**src/rtl/load_pkg.sv**
```systemverilog
// load_pkg
//   Shared definitions for the load alignment unit: the RISC-V load funct3
//   encodings, the load FSM states and two helpers that decode funct3 into
//   an access size and into legality for a given data width.
package load_pkg;

  typedef enum logic [2:0] {
    OP_LB  = 3'b000,
    OP_LH  = 3'b001,
    OP_LW  = 3'b010,
    OP_LD  = 3'b011,
    OP_LBU = 3'b100,
    OP_LHU = 3'b101,
    OP_LWU = 3'b110
  } load_op_e;

  typedef enum logic [1:0] {
    ST_IDLE,
    ST_BEAT0,
    ST_BEAT1,
    ST_RESP
  } load_state_e;

  localparam int RD_W = 5;

  // The low two funct3 bits encode log2 of the access size for every load
  function automatic logic [3:0] load_size(input logic [2:0] funct3);
    case (funct3[1:0])
      2'b00:   return 4'd1;
      2'b01:   return 4'd2;
      2'b10:   return 4'd4;
      default: return 4'd8;
    endcase
  endfunction

  // LD and LWU only exist on RV64; 3'b111 is never a load
  function automatic logic load_legal(input logic [2:0] funct3, input int xlen);
    case (load_op_e'(funct3))
      OP_LB, OP_LH, OP_LW, OP_LBU, OP_LHU: return 1'b1;
      OP_LD, OP_LWU:                       return (xlen == 64);
      default:                             return 1'b0;
    endcase
  endfunction

endpackage

```
**src/rtl/load_extract.sv**
```systemverilog
// load_extract
//   Combinational byte selection and extension for loads. The two memory
//   beats are treated as one double-width little-endian window, shifted down
//   by the byte offset, and the low 'size' bytes are sign- or zero-extended.
// Ports:
//   beat0  - word at the aligned address
//   beat1  - following word (zero for single-beat loads)
//   off    - byte offset of the load within beat0
//   funct3 - load type (size in bits [1:0], unsigned when bit 2 is set)
//   data   - extended result
module load_extract
  import load_pkg::*;
#(
  parameter int XLEN = 32
) (
  input  logic [XLEN-1:0]            beat0,
  input  logic [XLEN-1:0]            beat1,
  input  logic [$clog2(XLEN/8)-1:0]  off,
  input  logic [2:0]                 funct3,
  output logic [XLEN-1:0]            data
);

  logic [XLEN-1:0] window;
  logic            is_signed;

  // Shift the addressed bytes to bit 0, then extend according to size/sign
  always_comb begin
    window    = XLEN'({beat1, beat0} >> {off, 3'b000});
    is_signed = ~funct3[2];
    data      = window;
    case (load_size(funct3))
      4'd1: begin
        if (is_signed) data = XLEN'($signed(window[7:0]));
        else           data = XLEN'(window[7:0]);
      end
      4'd2: begin
        if (is_signed) data = XLEN'($signed(window[15:0]));
        else           data = XLEN'(window[15:0]);
      end
      4'd4: begin
        if (is_signed) data = XLEN'($signed(window[31:0]));
        else           data = XLEN'(window[31:0]);
      end
      default: data = window;
    endcase
  end

endmodule

```
**src/rtl/load_align_unit.sv**
```systemverilog
// load_align_unit
//   Multi-cycle load unit. Accepts one load at a time, reads word-aligned
//   data over a req/ack memory handshake, extracts and extends the addressed
//   bytes and returns the result (or a fault) over a valid/ready handshake.
// Configuration macro:
//   LOAD_MISALIGN_EN - when defined, misaligned loads are legal and loads
//                      crossing a word boundary use two memory beats; when
//                      undefined, misaligned loads fault without a memory read.
// Ports:
//   clk, reset                 - clock, asynchronous active-high reset
//   req_valid/req_ready        - request handshake from execute
//   req_funct3/req_addr/req_rd - load type, byte address, destination tag
//   mem_req/mem_addr           - word-aligned read request, held until ack
//   mem_ack/mem_rdata/mem_err  - read completion, data and bus error
//   rsp_valid/rsp_ready        - response handshake
//   rsp_data/rsp_rd/rsp_fault  - extended result, echoed tag, fault flag
module load_align_unit
  import load_pkg::*;
#(
  parameter int XLEN   = 32,
  parameter int ADDR_W = 32
) (
  input  logic              clk,
  input  logic              reset,
  input  logic              req_valid,
  output logic              req_ready,
  input  logic [2:0]        req_funct3,
  input  logic [ADDR_W-1:0] req_addr,
  input  logic [RD_W-1:0]   req_rd,
  output logic              mem_req,
  output logic [ADDR_W-1:0] mem_addr,
  input  logic              mem_ack,
  input  logic [XLEN-1:0]   mem_rdata,
  input  logic              mem_err,
  output logic              rsp_valid,
  input  logic              rsp_ready,
  output logic [XLEN-1:0]   rsp_data,
  output logic [RD_W-1:0]   rsp_rd,
  output logic              rsp_fault
);

  localparam int BYTES = XLEN / 8;
  localparam int OFF_W = $clog2(BYTES);

  load_state_e       state, next_state;
  logic [2:0]        f3_q;
  logic [ADDR_W-1:0] addr_q;
  logic [RD_W-1:0]   rd_q;
  logic [OFF_W-1:0]  off_q;
  logic [ADDR_W-1:0] aligned_addr;
  logic              req_legal;

  logic              latch_req;
  logic              rsp_load;
  logic              rsp_fault_d;
  logic [XLEN-1:0]   rsp_data_d;
  logic [XLEN-1:0]   ext_beat0;
  logic [XLEN-1:0]   ext_beat1;
  logic [XLEN-1:0]   ext_data;

  assign off_q        = addr_q[OFF_W-1:0];
  assign aligned_addr = {addr_q[ADDR_W-1:OFF_W], {OFF_W{1'b0}}};
  assign req_legal    = load_legal(req_funct3, XLEN);

`ifdef LOAD_MISALIGN_EN
  logic [XLEN-1:0] beat0_q;
  logic            save_beat0;
  logic            q_cross;

  assign q_cross = (5'(off_q) + 5'(load_size(f3_q))) > 5'(BYTES);
`else
  logic [3:0] req_size;
  logic       req_misaligned;

  assign req_size       = load_size(req_funct3);
  assign req_misaligned = (req_addr[OFF_W-1:0] & OFF_W'(req_size - 4'd1)) != '0;
`endif

  // Handshake outputs follow the state directly, so an asynchronous reset
  // drops mem_req immediately and abandons any outstanding beat
  assign req_ready = (state == ST_IDLE);
  assign rsp_valid = (state == ST_RESP);
  assign rsp_rd    = rd_q;

  // Memory request and address: only driven while a beat is outstanding
  always_comb begin
    mem_req  = 1'b0;
    mem_addr = '0;
    case (state)
      ST_BEAT0: begin
        mem_req  = 1'b1;
        mem_addr = aligned_addr;
      end
`ifdef LOAD_MISALIGN_EN
      ST_BEAT1: begin
        mem_req  = 1'b1;
        mem_addr = aligned_addr + ADDR_W'(BYTES);
      end
`endif
      default: ;
    endcase
  end

  // The extractor sees the live read word as beat0 on a single-beat load,
  // and the saved low word plus the live high word on the second beat
  always_comb begin
    ext_beat0 = mem_rdata;
    ext_beat1 = '0;
`ifdef LOAD_MISALIGN_EN
    if (state == ST_BEAT1) begin
      ext_beat0 = beat0_q;
      ext_beat1 = mem_rdata;
    end
`endif
  end

  load_extract #(.XLEN(XLEN)) u_extract (
    .beat0  (ext_beat0),
    .beat1  (ext_beat1),
    .off    (off_q),
    .funct3 (f3_q),
    .data   (ext_data)
  );

  // State register
  always_ff @(posedge clk or posedge reset) begin
    if (reset) state <= ST_IDLE;
    else       state <= next_state;
  end

  // Next-state and control decode; faulting paths load a zero result
  always_comb begin
    next_state  = state;
    latch_req   = 1'b0;
    rsp_load    = 1'b0;
    rsp_fault_d = 1'b0;
    rsp_data_d  = '0;
`ifdef LOAD_MISALIGN_EN
    save_beat0  = 1'b0;
`endif
    case (state)
      ST_IDLE: begin
        if (req_valid) begin
          latch_req = 1'b1;
          if (!req_legal) begin
            rsp_load    = 1'b1;
            rsp_fault_d = 1'b1;
            next_state  = ST_RESP;
          end
`ifndef LOAD_MISALIGN_EN
          else if (req_misaligned) begin
            rsp_load    = 1'b1;
            rsp_fault_d = 1'b1;
            next_state  = ST_RESP;
          end
`endif
          else begin
            next_state = ST_BEAT0;
          end
        end
      end
      ST_BEAT0: begin
        if (mem_ack) begin
          if (mem_err) begin
            rsp_load    = 1'b1;
            rsp_fault_d = 1'b1;
            next_state  = ST_RESP;
          end
`ifdef LOAD_MISALIGN_EN
          else if (q_cross) begin
            save_beat0 = 1'b1;
            next_state = ST_BEAT1;
          end
`endif
          else begin
            rsp_load   = 1'b1;
            rsp_data_d = ext_data;
            next_state = ST_RESP;
          end
        end
      end
`ifdef LOAD_MISALIGN_EN
      ST_BEAT1: begin
        if (mem_ack) begin
          rsp_load   = 1'b1;
          next_state = ST_RESP;
          if (mem_err) rsp_fault_d = 1'b1;
          else         rsp_data_d  = ext_data;
        end
      end
`endif
      ST_RESP: begin
        if (rsp_ready) next_state = ST_IDLE;
      end
      default: next_state = ST_IDLE;
    endcase
  end

  // Request capture and response registers; the response holds until taken
  always_ff @(posedge clk or posedge reset) begin
    if (reset) begin
      f3_q      <= '0;
      addr_q    <= '0;
      rd_q      <= '0;
      rsp_data  <= '0;
      rsp_fault <= 1'b0;
    end else begin
      if (latch_req) begin
        f3_q   <= req_funct3;
        addr_q <= req_addr;
        rd_q   <= req_rd;
      end
      if (rsp_load) begin
        rsp_data  <= rsp_data_d;
        rsp_fault <= rsp_fault_d;
      end
    end
  end

`ifdef LOAD_MISALIGN_EN
  // Low word of a crossing load, kept while the second beat is fetched
  always_ff @(posedge clk or posedge reset) begin
    if (reset)           beat0_q <= '0;
    else if (save_beat0) beat0_q <= mem_rdata;
  end
`endif

endmodule

```
**config.mk**
```make
export PLATFORM = sky130hd
export DESIGN_NAME = load_align_unit
export DESIGN_NICKNAME = d
export VERILOG_FILES = /design/src/rtl/load_pkg.sv /design/src/rtl/load_extract.sv /design/src/rtl/load_align_unit.sv
export SDC_FILE = /design/constraint.sdc
export NUM_CORES = 1
export LEC_CHECK = 0
export BUFFER_PORTS_ARGS = -buffer_cell sky130_fd_sc_hd__buf_4
export CAP_MARGIN = 20
export CORE_MARGIN = 1
export CORE_UTILIZATION = 43
export DETAILED_ROUTE_END_ITERATION = 6
export PLACE_DENSITY = 0.85
export SLEW_MARGIN = 10
export SYNTH_ARGS = -nofsm -noshare
export SYNTH_HDL_FRONTEND = slang
export SYNTH_SLANG_ARGS = --single-unit
```
**constraint.sdc**
```tcl
create_clock -name clk -period 2.2 [get_ports clk]
set_input_delay 0.33 -clock clk [delete_from_list [all_inputs] [get_ports clk]]
set_output_delay 0.33 -clock clk [all_outputs]
set_load 0.05 [all_outputs]
```
# Word level (Yosys, flattened, before mapping)
# Cells that the tools add are included.
# totals
ff_bits	75
out_inout_bits	73
# classes
n_addsub	1
shift	1
n_reduce_logical	7
muxes	27
n_eq_ne	15
bitwise	1
# op_table
operator	n
$mux W32	6
$pmux W32 S2	1
$shr A32 B5 Y32	1
$pmux W2 S3	2
$pmux W4 S3	1
$mux W1	10
$mux W2	5
$eq A2 B1 Y1 const B	3
$eq A2 B2 Y1 const B	3
$eq A3 B3 Y1 const B	2
$logic_not A2 Y1	3
$reduce_or A5 Y1	1
$eq A4 B1 Y1 const B	1
$eq A4 B2 Y1 const B	1
$ne A2 B2 Y1 const B	2
$pmux W1 S2	2
$eq A3 B1 Y1 const B	1
$eq A3 B2 Y1 const B	1
$logic_not A3 Y1	1
$reduce_and A3 Y1	1
$and A2 B2 Y2	1
$ne A2 B1 Y1 const B	1
$reduce_bool A2 Y1	1
$sub A2 B1 Y2 const B	1

# Depth between registers and ports, before layout
# Gate-level depths: netlist of the first run.
# depth
word_depth	9
depth_mapped	6
mapped_depth_nobuf	4

# Cells and area by module
# A second synthesis of the first run with hierarchy kept.
# unflattened
cells_unflattened	382
hier_area_um2	4377.9
# modules_own_cells
mod	cells_per_inst	area_per_inst_um2	seq_area_each_um2	n_inst
load_align_unit	281	3258.1	1876.8	1
load_extract	101	1119.8	0.0	1

# Worst setup path after synthesis of the first run
# Ideal clock, no wire load.
# synth_timing
kind	flip-flop to output port
startpoint	reg state[0]
endpoint	out mem_addr[22]
arrival_time_ps	1754
slack_ps	116
required_time_ps	1870
stages_incl_launch_ff	4
cell_sequence	dfrtp_1 -> nor2b_1 -> clkbuf_1 -> and2_1
# synth_via
elab_chain_cells	2
# synth_lines
element	line	text
start: declaration	load_align_unit.sv:45	load_state_e state, next_state;
start signal: assignment	load_align_unit.sv:128	else state <= next_state;
$eq A2 B1 Y1	load_align_unit.sv:89	case (state)
$mux W32	load_align_unit.sv:89	
end: declaration	load_align_unit.sv:31	output logic [ADDR_W-1:0] mem_addr,
# Every way passes these cells.

# Worst setup path in the final report of the first run
# layout_timing
startpoint	reg state[1]
endpoint	reg rsp_data[29]
# layout_via
elab_chain_cells	2
word_cells_on_any_way	4
# layout_lines
element	line	text
$eq A2 B1 Y1 / $logic_not A2 Y1 (equally long branches)	load_align_unit.sv:141	case (state)
$pmux W1 S2 / $mux W32 (equally long branches)	load_align_unit.sv:141	
end signal: assignment	load_align_unit.sv:214	rsp_data <= rsp_data_d;
end: declaration	load_align_unit.sv:37	output logic [XLEN-1:0] rsp_data,
# Parallel ways exist; a longest one is shown, timed or not.
# A chain may end at the register's enable or synchronous reset.

==> results.md, run 1 <==
* Outcome: completed
* Synth cell types at 31
* Post-route ant nets at 0
* Die Width at 93.9 um
* R2R depth at 4
* Max-slew violation count at 0
* # DRC at 0
* Core Rows at 33
* CP Cell Sequence: nand4bb_1 -> nor3b_4 -> nor2b_1 -> a221o_1
* Post-DP Area at 4850 um2
* Met1 Usage GRT at 26.2%
* First-pass GRT wire length at 14400 um
* FFs w/ async S/R, synth at 100%
* Reg2Reg Launch Point: state[1]
* GR Util met3 at 5.99%
* Post-cts resize count at 0
* Synthesized cell area at 3630 um2
* Global Route Usage Sum at 21.4%
* Syn_area_per_cell at 12.4 um2
* Sink Count at 75
* Crit start category: flop
* CP Launch Point: state[1]
* Area leader, netlist: dfrtp_1
* Initial Util at 44.4%
* Vias/cell at 5.29
* Max Fanout on Critical Path at 8
* P_int at 4.59 mW
* Number of flops mapped to enable cells by yosys at 0
* Routing usage on met2 at 35.8%
* Static leakage at 2.42 nW
* Worst endpoint required time at 2480 ps
* Cells after synthesis at 294
* Setup TNS at 0 ps
* Initial DRC Count at 123
* Top cells by count, synth: dfrtp_1, mux2_2, and2_1
* Worst Tran Pin Value at 563 ps
* Maximum vdd drop at 859 uV
* Sw Ratio at 48.2%
* I/O pin count at 151
* Vias at 2912
* Register-to-register setup slack at 200 ps
* Reg-to-Reg End: rsp_data[29]
* Total power at 8.86 mW
* Max-cap viol count at 0
* #FFs+latches synth at 75
* Clock power frac at 12.8%
* Final setup violation count at 0
* Ant. Diodes at 0
* Min Hold Slack at 38.7 ps
* Worst-skew pair later-pin latency at 350 ps
* Largest net degree at the start of global routing at 41
* Synthesis warning total at 0
* Top cells by area, synth: dfrtp_1, mux2_2, and2_1, a221o_1, mux2i_1
* Flop pwr share at 27.2%
* RSZ-0062 raised after global routing: false
* NetSw at 4.27 mW
* CTS Buf Count at 9
* Arrival time at the worst endpoint at 2280 ps
* Sequential share of the synthesized area at 51.7%
* Most common cell in the netlist: dfrtp_1
* Area grow syn2layout at 39.2%
* Longest Clk Path Bufs at 2
* Kind of critical path: flop to flop
* Total Routed Length at 9090 um
* Post-route minimum period at 2000 ps
* Fin crit share at 91.0%
* TritonCTS clock tree: yes
* Comb pwr share at 60.0%
* Ys flop type: dfrtp_1
* Post-CTS setup buffers at 0
* Wire length per cell at 16.5 um
* Die Y at 93.9 um
* Hold_buf cts at 0
* Final Non-Filler Cells at 550
* Hold Vio Cnt, Final at 0
* Core area at 8180 um2
* CTS H-Tree Depth at 3
* Worst slew margin at 62.4%
* Crit path capture type: flop
* Fraction of layout cells with a size suffix above 1 at 51.7%
* CP max-delay cell: nor2b_1
* Worst hold path class: input port to asynchronous set/reset pin
* Number of global-route vias before repair at 2955
* Placed cells at 534
* Clock Tree Root: clkbuf_8
* Total die area at 8820 um2
* Dpl hpwl at 6740 um
* Most Crowded Layer GR: met2
* Area share of the largest cell type after synthesis at 51.7%
* Final nets at 518
* FMAX at 499 MHz
* GP Congestion at 0.860
* Congestion Overflow GR at 0
* Clock slew at reported path FFs at 80 ps
* Final Skew at 11.1 ps
* Pwr/cell area at 1750 nW/um2
* Max incr delay on CP at 490 ps
* DRT Pass-1 Iters at 4
* Initial antenna violation count at 0
* IO Port Bufs at 148
* Final instance area at 5060 um2
stage by stage:
step / util (%) / setup slack, ps
finish: 61.8 / 197
global route: 61.8 / 60.8
CTS: 61.8 / 149
detailed placement: 59.3 / 238
global placement: 59.3 / 338
floorplan: - / 116
worst max-delay path, delay by kind of cell (launching register included):
kind | cells | cell delay (ps)
simple gates | 3 | 1250
flops | 1 | 460
compound gates | 1 | 230
layer usage:
layer | wire length (um) | share of wire (%) | up-vias
met4 | 54 | 0.59 | 0
met2 | 4500 | 50 | 123
li1 | - | - | 1367
met3 | 797 | 8.8 | 8
met5 | 0 | 0 | -
met1 | 3730 | 41 | 1414
sequential cells by signal, indices dropped and copies added, names as in the netlist:
name and count:
rsp_data 32, state 2, rsp_fault 1, rsp_rd 5, f3_q 3, addr_q 32
cell families after synthesis:
logic type / Yosys count / synth area share, %
flip-flops: 75 / 51.7
multiplexers: 66 / 20.5
AO/OA/AOI/OAI: 62 / 12.8
AND/OR/NAND/NOR: 62 / 11.1
buffers and inverters: 28 / 3.76
other: 1 / 0.103
placed cells by master, fill, tap and decap left out, drive strengths merged:
cell type  Yosys  final
buf           12    159
o21ai         10     10
dfrtp         75     75
clkbuf        13     11
bufinv         0      2
clkinv         0      2
nor2           9      9
a21oi         18     18
nor3           1      1
conb           1      2
nand2          1      1
nor4           1      1
clkinvlp       0      2
nor2b          3      3
nand2b         1      1
o211ai         1      1
mux4           2      2
nand3b         9      9
inv            3      2
nor3b          4      4
nand4bb        1      1
and2          31     31
mux2i         16     16
a221o         16     16
mux2          48     48
o2bb2ai       15     15
or2            1      1
a21o           1      1
o211a          1      1
power groups by stage:
| stage | Sequential [mW] | Clock [mW] | Combinational, mW |
|---|---|---|---|
| 6_report | 2.41 | 1.14 | 5.31 |
| 5_1_grt | 2.50 | 1.21 | 5.59 |
| 4_1_cts | 2.41 | 1.16 | 5.34 |
| 3_5_place_dp | 2.43 | 0 | 5.33 |
| 3_3_place_gp | 2.40 | 0 | 5.24 |
| 2_1_floorplan | 3.30 | 0 | 2.93 |
worst max-delay path by stage:
stage / end / slack (ps) / cells past startpoint
2_1_floorplan: mem_addr[22] / 120 / 3
3_3_place_gp: rsp_data[25] / 340 / 4
3_5_place_dp: rsp_data[31] / 240 / 4
4_1_cts: mem_addr[23] / 150 / 4
5_1_grt: mem_addr[7] / 60 / 4
6_report: rsp_data[29] / 200 / 4
cell type report:
cell class | instances | area [um2]
Clock buffer | 11 | 131
Clock inverter | 5 | 77.6
Fill cell | 668 | 3120
Inverter | 3 | 15.0
Multi-Input combinational cell | 192 | 1630
Sequential cell | 75 | 1880
Tap cell | 105 | 131
Timing Repair Buffer | 159 | 1190
Power figures use the tool's default switching activity.
==> run 2, diff against run 1 <==
CORE_ASPECT_RATIO = 1.4   (was unset)
==> run 2 against run 1 <==
  * Final cell count shrank 0.73%
  * Clock skew down 4.8 ps
  * Core utilization is 1.1 points higher
  * Non-clock buffer count is 1 lower
  * Wire length is 4.2% higher
  * Critical path type is now flop to output port
  * First-iteration DRC count increased by 5.7%
  * Largest power group unchanged
  * Critical path depth unchanged
  * Via count grew 2.3%
  * Design area up 2.0%
  * Clock power up 31%
  * Count of clock-buffer cells in the layout increased by 1
==> results.md, run 2 (same netlist as run 1, synthesis figures left out) <==
* Outcome: completed
* Congestion Overflow GR at 0
* Commonest non-fill, non-tap cells in the layout: buf_4, dfrtp_1, mux2_2, and2_1, a21oi_1
* Dpl hpwl at 7010 um
* NetSw at 4.33 mW
* Max Fanout on Critical Path at 31
* RSZ-0062 raised after global routing: false
* CTS H-Tree Depth at 3
* Hold_buf cts at 0
* Total die area at 8820 um2
* Seq. cell area at 1880 um2
* Final setup violation count at 0
* Crit path capture type: output port
* Ant. Diodes at 0
* Reg2Reg Launch Point: state[1]
* Maximum vdd drop at 850 uV
* Static leakage at 2.47 nW
* Core area at 8200 um2
* FMAX at 499 MHz
* Setup TNS at 0 ps
* Vias/cell at 5.46
* Worst hold path class: input port to asynchronous set/reset pin
* Initial antenna violation count at 0
* Initial Util at 44.3%
* Clock Tree Root: clkbuf_16
* Global Route Usage Sum at 22.9%
* Post-route minimum period at 2000 ps
* Wire length per cell at 17.3 um
* Core Rows at 39
* Clock slew at reported path FFs at 60 ps
* Total Routed Length at 9470 um
* P_int at 4.88 mW
* Vias at 2980
* First-pass GRT wire length at 15400 um
* Worst endpoint required time at 1870 ps
* Max-cap viol count at 0
* Fin crit share at 91.1%
* Post-cts resize count at 0
* Fraction of layout cells with a size suffix above 1 at 52.0%
* Worst slew margin at 55.6%
* CTS Buf Count at 9
* Final core occ at 62.9%
* TritonCTS clock tree: yes
* Post-route ant nets at 0
* IO Port Bufs at 148
* Final nets at 517
* Longest Clk Path Bufs at 2
* Sw Ratio at 47.0%
* Number of global-route vias before repair at 3096
* Pwr/cell area at 1790 nW/um2
* DRT Pass-1 Iters at 4
* Area grow syn2layout at 42.0%
* Die Y at 111 um
* Comb pwr share at 57.7%
* GP Congestion at 0.784
* Worst-skew pair later-pin latency at 330 ps
* Max-slew violation count at 0
* I/O pin count at 151
* Kind of critical path: flop to output port
* Clock power frac at 16.1%
* Initial DRC Count at 130
* Hold Vio Cnt, Final at 0
* Register-to-register setup slack at 310 ps
* Worst Tran Pin Value at 665 ps
* Post-CTS setup buffers at 0
* Sink Count at 75
* Final Skew at 6.25 ps
* Die Width at 79.7 um
* Arrival time at the worst endpoint at 1670 ps
* Most common cell after layout, fill and taps aside: buf_4
* CP Launch Point: state[0]
* Flop pwr share at 26.1%
* Filler cells at 652
* # DRC at 0
* Largest net degree at the start of global routing at 41
* Crit start category: flop
* Area occupied by multi-input gates at 1630 um2
[run 2: worst paths after layout]
| check | endpoint | cells past startpoint |
|---|---|---|
| max | mem_addr[25] | 4 |
| min | rsp_rd[1] | 2 |
| max reg2reg | rsp_data[24] | 5 |
| min reg2reg | rsp_data[13] | 1 |
| max in group asynchronous | rsp_data[23] | 3 |
| min in group clk | state[0] | 2 |
[run 2: metrics by stage]
step                      instances  hold slack, ps  area (um2)  worst slack [ps]  power (mW)
final                           546            88.7        5160               196        9.21
after global routing            546             140        5160              91.4        9.67
after CTS                       546             110        5160               165        9.28
after detailed placement        530             470        4850               344        7.75
after global placement          530             458        4850               466        7.62
after floorplan                 295             420        3640               116        6.23
[run 2: area by class of cell]
type                    count  share of cell area, %
flip-flops and latches     75                   36.4
inverters                   3                  0.291
well taps                 102                   2.48
clock buffers              12                   4.97
clock inverters             4                  0.946
multi-input cells         192                   31.7
repair buffers            158                   23.2
[run 2: worst max-delay path, cell delays in order, from the launching register on]
cell     delay, ps
dfrtp_1        460
nor2b_2        200
buf_4          290
and2_1         180
buf_4          200
[run 2: power by group through the flow]
| stage | clock, mW | sequential [mW] | combinational (mW) |
|---|---|---|---|
| finish | 1.49 | 2.41 | 5.31 |
| detailed placement | 0 | 2.43 | 5.32 |
| CTS | 1.53 | 2.41 | 5.34 |
| global route | 1.59 | 2.50 | 5.58 |
| floorplan | 0 | 3.30 | 2.93 |
| global placement | 0 | 2.38 | 5.24 |
[run 2: per-layer routing]
metal	wire length, um	part of all wire, %	up-vias	GRT usage [%]
met2	4950	52	137	38.9
met4	257	2.7	0	10.8
met5	0	0	-	0
li1	-	-	1363	-
met1	3580	38	1459	26.5
met3	688	7.3	21	5.68
==> run 3, diff against run 2 <==
MAX_ROUTING_LAYER = met4   (was unset)
==> run 3 against run 2 <==
  * Maximum frequency grew 0.25%
  * Clock skew grew 1.9 ps
  * Register-to-register slack is essentially flat
  * Critical path type unchanged
  * Critical endpoint unchanged
  * Highest routed layer unchanged
==> results.md, run 3 (same netlist as run 1, synthesis figures left out) <==
* Worst-skew pair later-pin latency at 330 ps
* Final instance area at 5160 um2
* First-pass GRT wire length at 15400 um
* Crit path buffers/inverters at 2
* Die Y at 111 um
* Vias/cell at 5.39
* Pwr/cell area at 1790 nW/um2
* Final Skew at 8.14 ps
* Congestion Overflow GR at 0
* CP max-delay cell: dfrtp_1
* Worst slew margin at 55.3%
* Largest net degree at the start of global routing at 41
* Post-DP Area at 4850 um2
* Max-cap viol count at 0
* Static leakage at 2.47 nW
* Max Fanout on Critical Path at 31
* Area occupied by multi-input gates at 1630 um2
* Clock Tree Root: clkbuf_16
* Fin crit share at 90.8%
* Hold_buf cts at 0
* Critical path's top delay family: buffers and inverters
* # DRC at 0
* Final nets at 517
* Setup TNS at 0 ps
* Seq. cell area at 1880 um2
* Filler cells at 652
* Longest Clk Path Bufs at 2
* Cell mode on critical path: buf_4
* Outcome: completed
* Final worst setup slack at 201 ps
* Pre-CTS WS at 344 ps
* DRT Pass-1 Iters at 4
* Worst endpoint required time at 1870 ps
* Initial Util at 44.3%
* Crit start category: flop
* RSZ-0062 raised after global routing: false
* TritonCTS clock tree: yes
* Initial DRC Count at 158
* Hold Vio Cnt, Final at 0
* CP Cell Sequence: nor2b_2 -> buf_4 -> and2_1 -> buf_4
* I/O pin count at 151
* Initial antenna violation count at 0
* Kind of critical path: flop to output port
* Dpl hpwl at 7010 um
* Maximum vdd drop at 856 uV
* CTS H-Tree Depth at 3
* Ant. Diodes at 0
* Number of global-route vias before repair at 3102
* CTS Buf Count at 9
* Die Width at 79.7 um
* Post-cts resize count at 0
* GP Congestion at 0.795
* Commonest non-fill, non-tap cells in the layout: buf_4, dfrtp_1, mux2_2, and2_1, a21oi_1
* Core area at 8200 um2
* Wire length per cell at 17.3 um
* Total die area at 8820 um2
* Most common cell after layout, fill and taps aside: buf_4
* Clock slew at reported path FFs at 60 ps
* IO Port Bufs at 148
* Post-route ant nets at 0
* Worst hold path class: input port to asynchronous set/reset pin
* Crit path capture type: output port
* Max-slew violation count at 0
* Fraction of layout cells with a size suffix above 1 at 52.0%
* Post-CTS setup buffers at 0
* Total power at 9.21 mW
* Total Routed Length at 9430 um
* Area grow syn2layout at 42.0%
* Worst Tran Pin Value at 669 ps
* Final setup violation count at 0
* Global Route Usage Sum at 23.5%
* Max incr delay on CP at 450 ps
* Arrival time at the worst endpoint at 1670 ps
* Sink Count at 75
* FMAX at 500 MHz
* Vias at 2941
* Core Rows at 39
* Post-route minimum period at 2000 ps
-- run 3: power by group --
group	switching [mW]	total [mW]	leakage, nW	internal (mW)
clock	0.550	1.49	0.153	0.938
sequential	0.386	2.40	0.940	2.02
combinational	3.39	5.32	1.38	1.93
-- run 3: final cells by class --
class,instances,share of cell area [%]
Timing Repair Buffer,158,23.2
Tap cell,102,2.48
Sequential cell,75,36.4
Clock inverter,4,0.946
Clock buffer,12,4.97
Inverter,3,0.291
Multi-Input combinational cell,192,31.7
-- run 3: per-stage QoR --
step | hold slack [ps] | utilization [%] | instances
2_1_floorplan | 420 | - | 295
3_3_place_gp | 458 | 59.2 | 530
3_5_place_dp | 470 | 59.2 | 530
4_1_cts | 110 | 62.9 | 546
5_1_grt | 138 | 62.9 | 546
6_report | 93.3 | 62.9 | 546
-- run 3: layer usage --
metal,up-vias,wire length [um],GRT usage (%)
li1,1357,-,-
met5,-,0,-
met4,0,232,10.8
met1,1432,3510,26.2
met3,20,660,5.68
met2,132,5030,39.0
-- run 3: path summary, 6_finish.rpt --
kind | startpoint | slack [ps] | cells past startpoint | end
setup / recovery | state[0] | 200 | 4 | mem_addr[25]
hold / removal | reset | 90 | 2 | rsp_data[0]
setup reg to reg | state[1] | 300 | 5 | rsp_data[24]
hold reg to reg | rsp_data[13] | 490 | 1 | rsp_data[13]
max in group asynchronous | reset | 1430 | 3 | rsp_data[23]
min in group clk | rsp_ready | 200 | 2 | state[0]
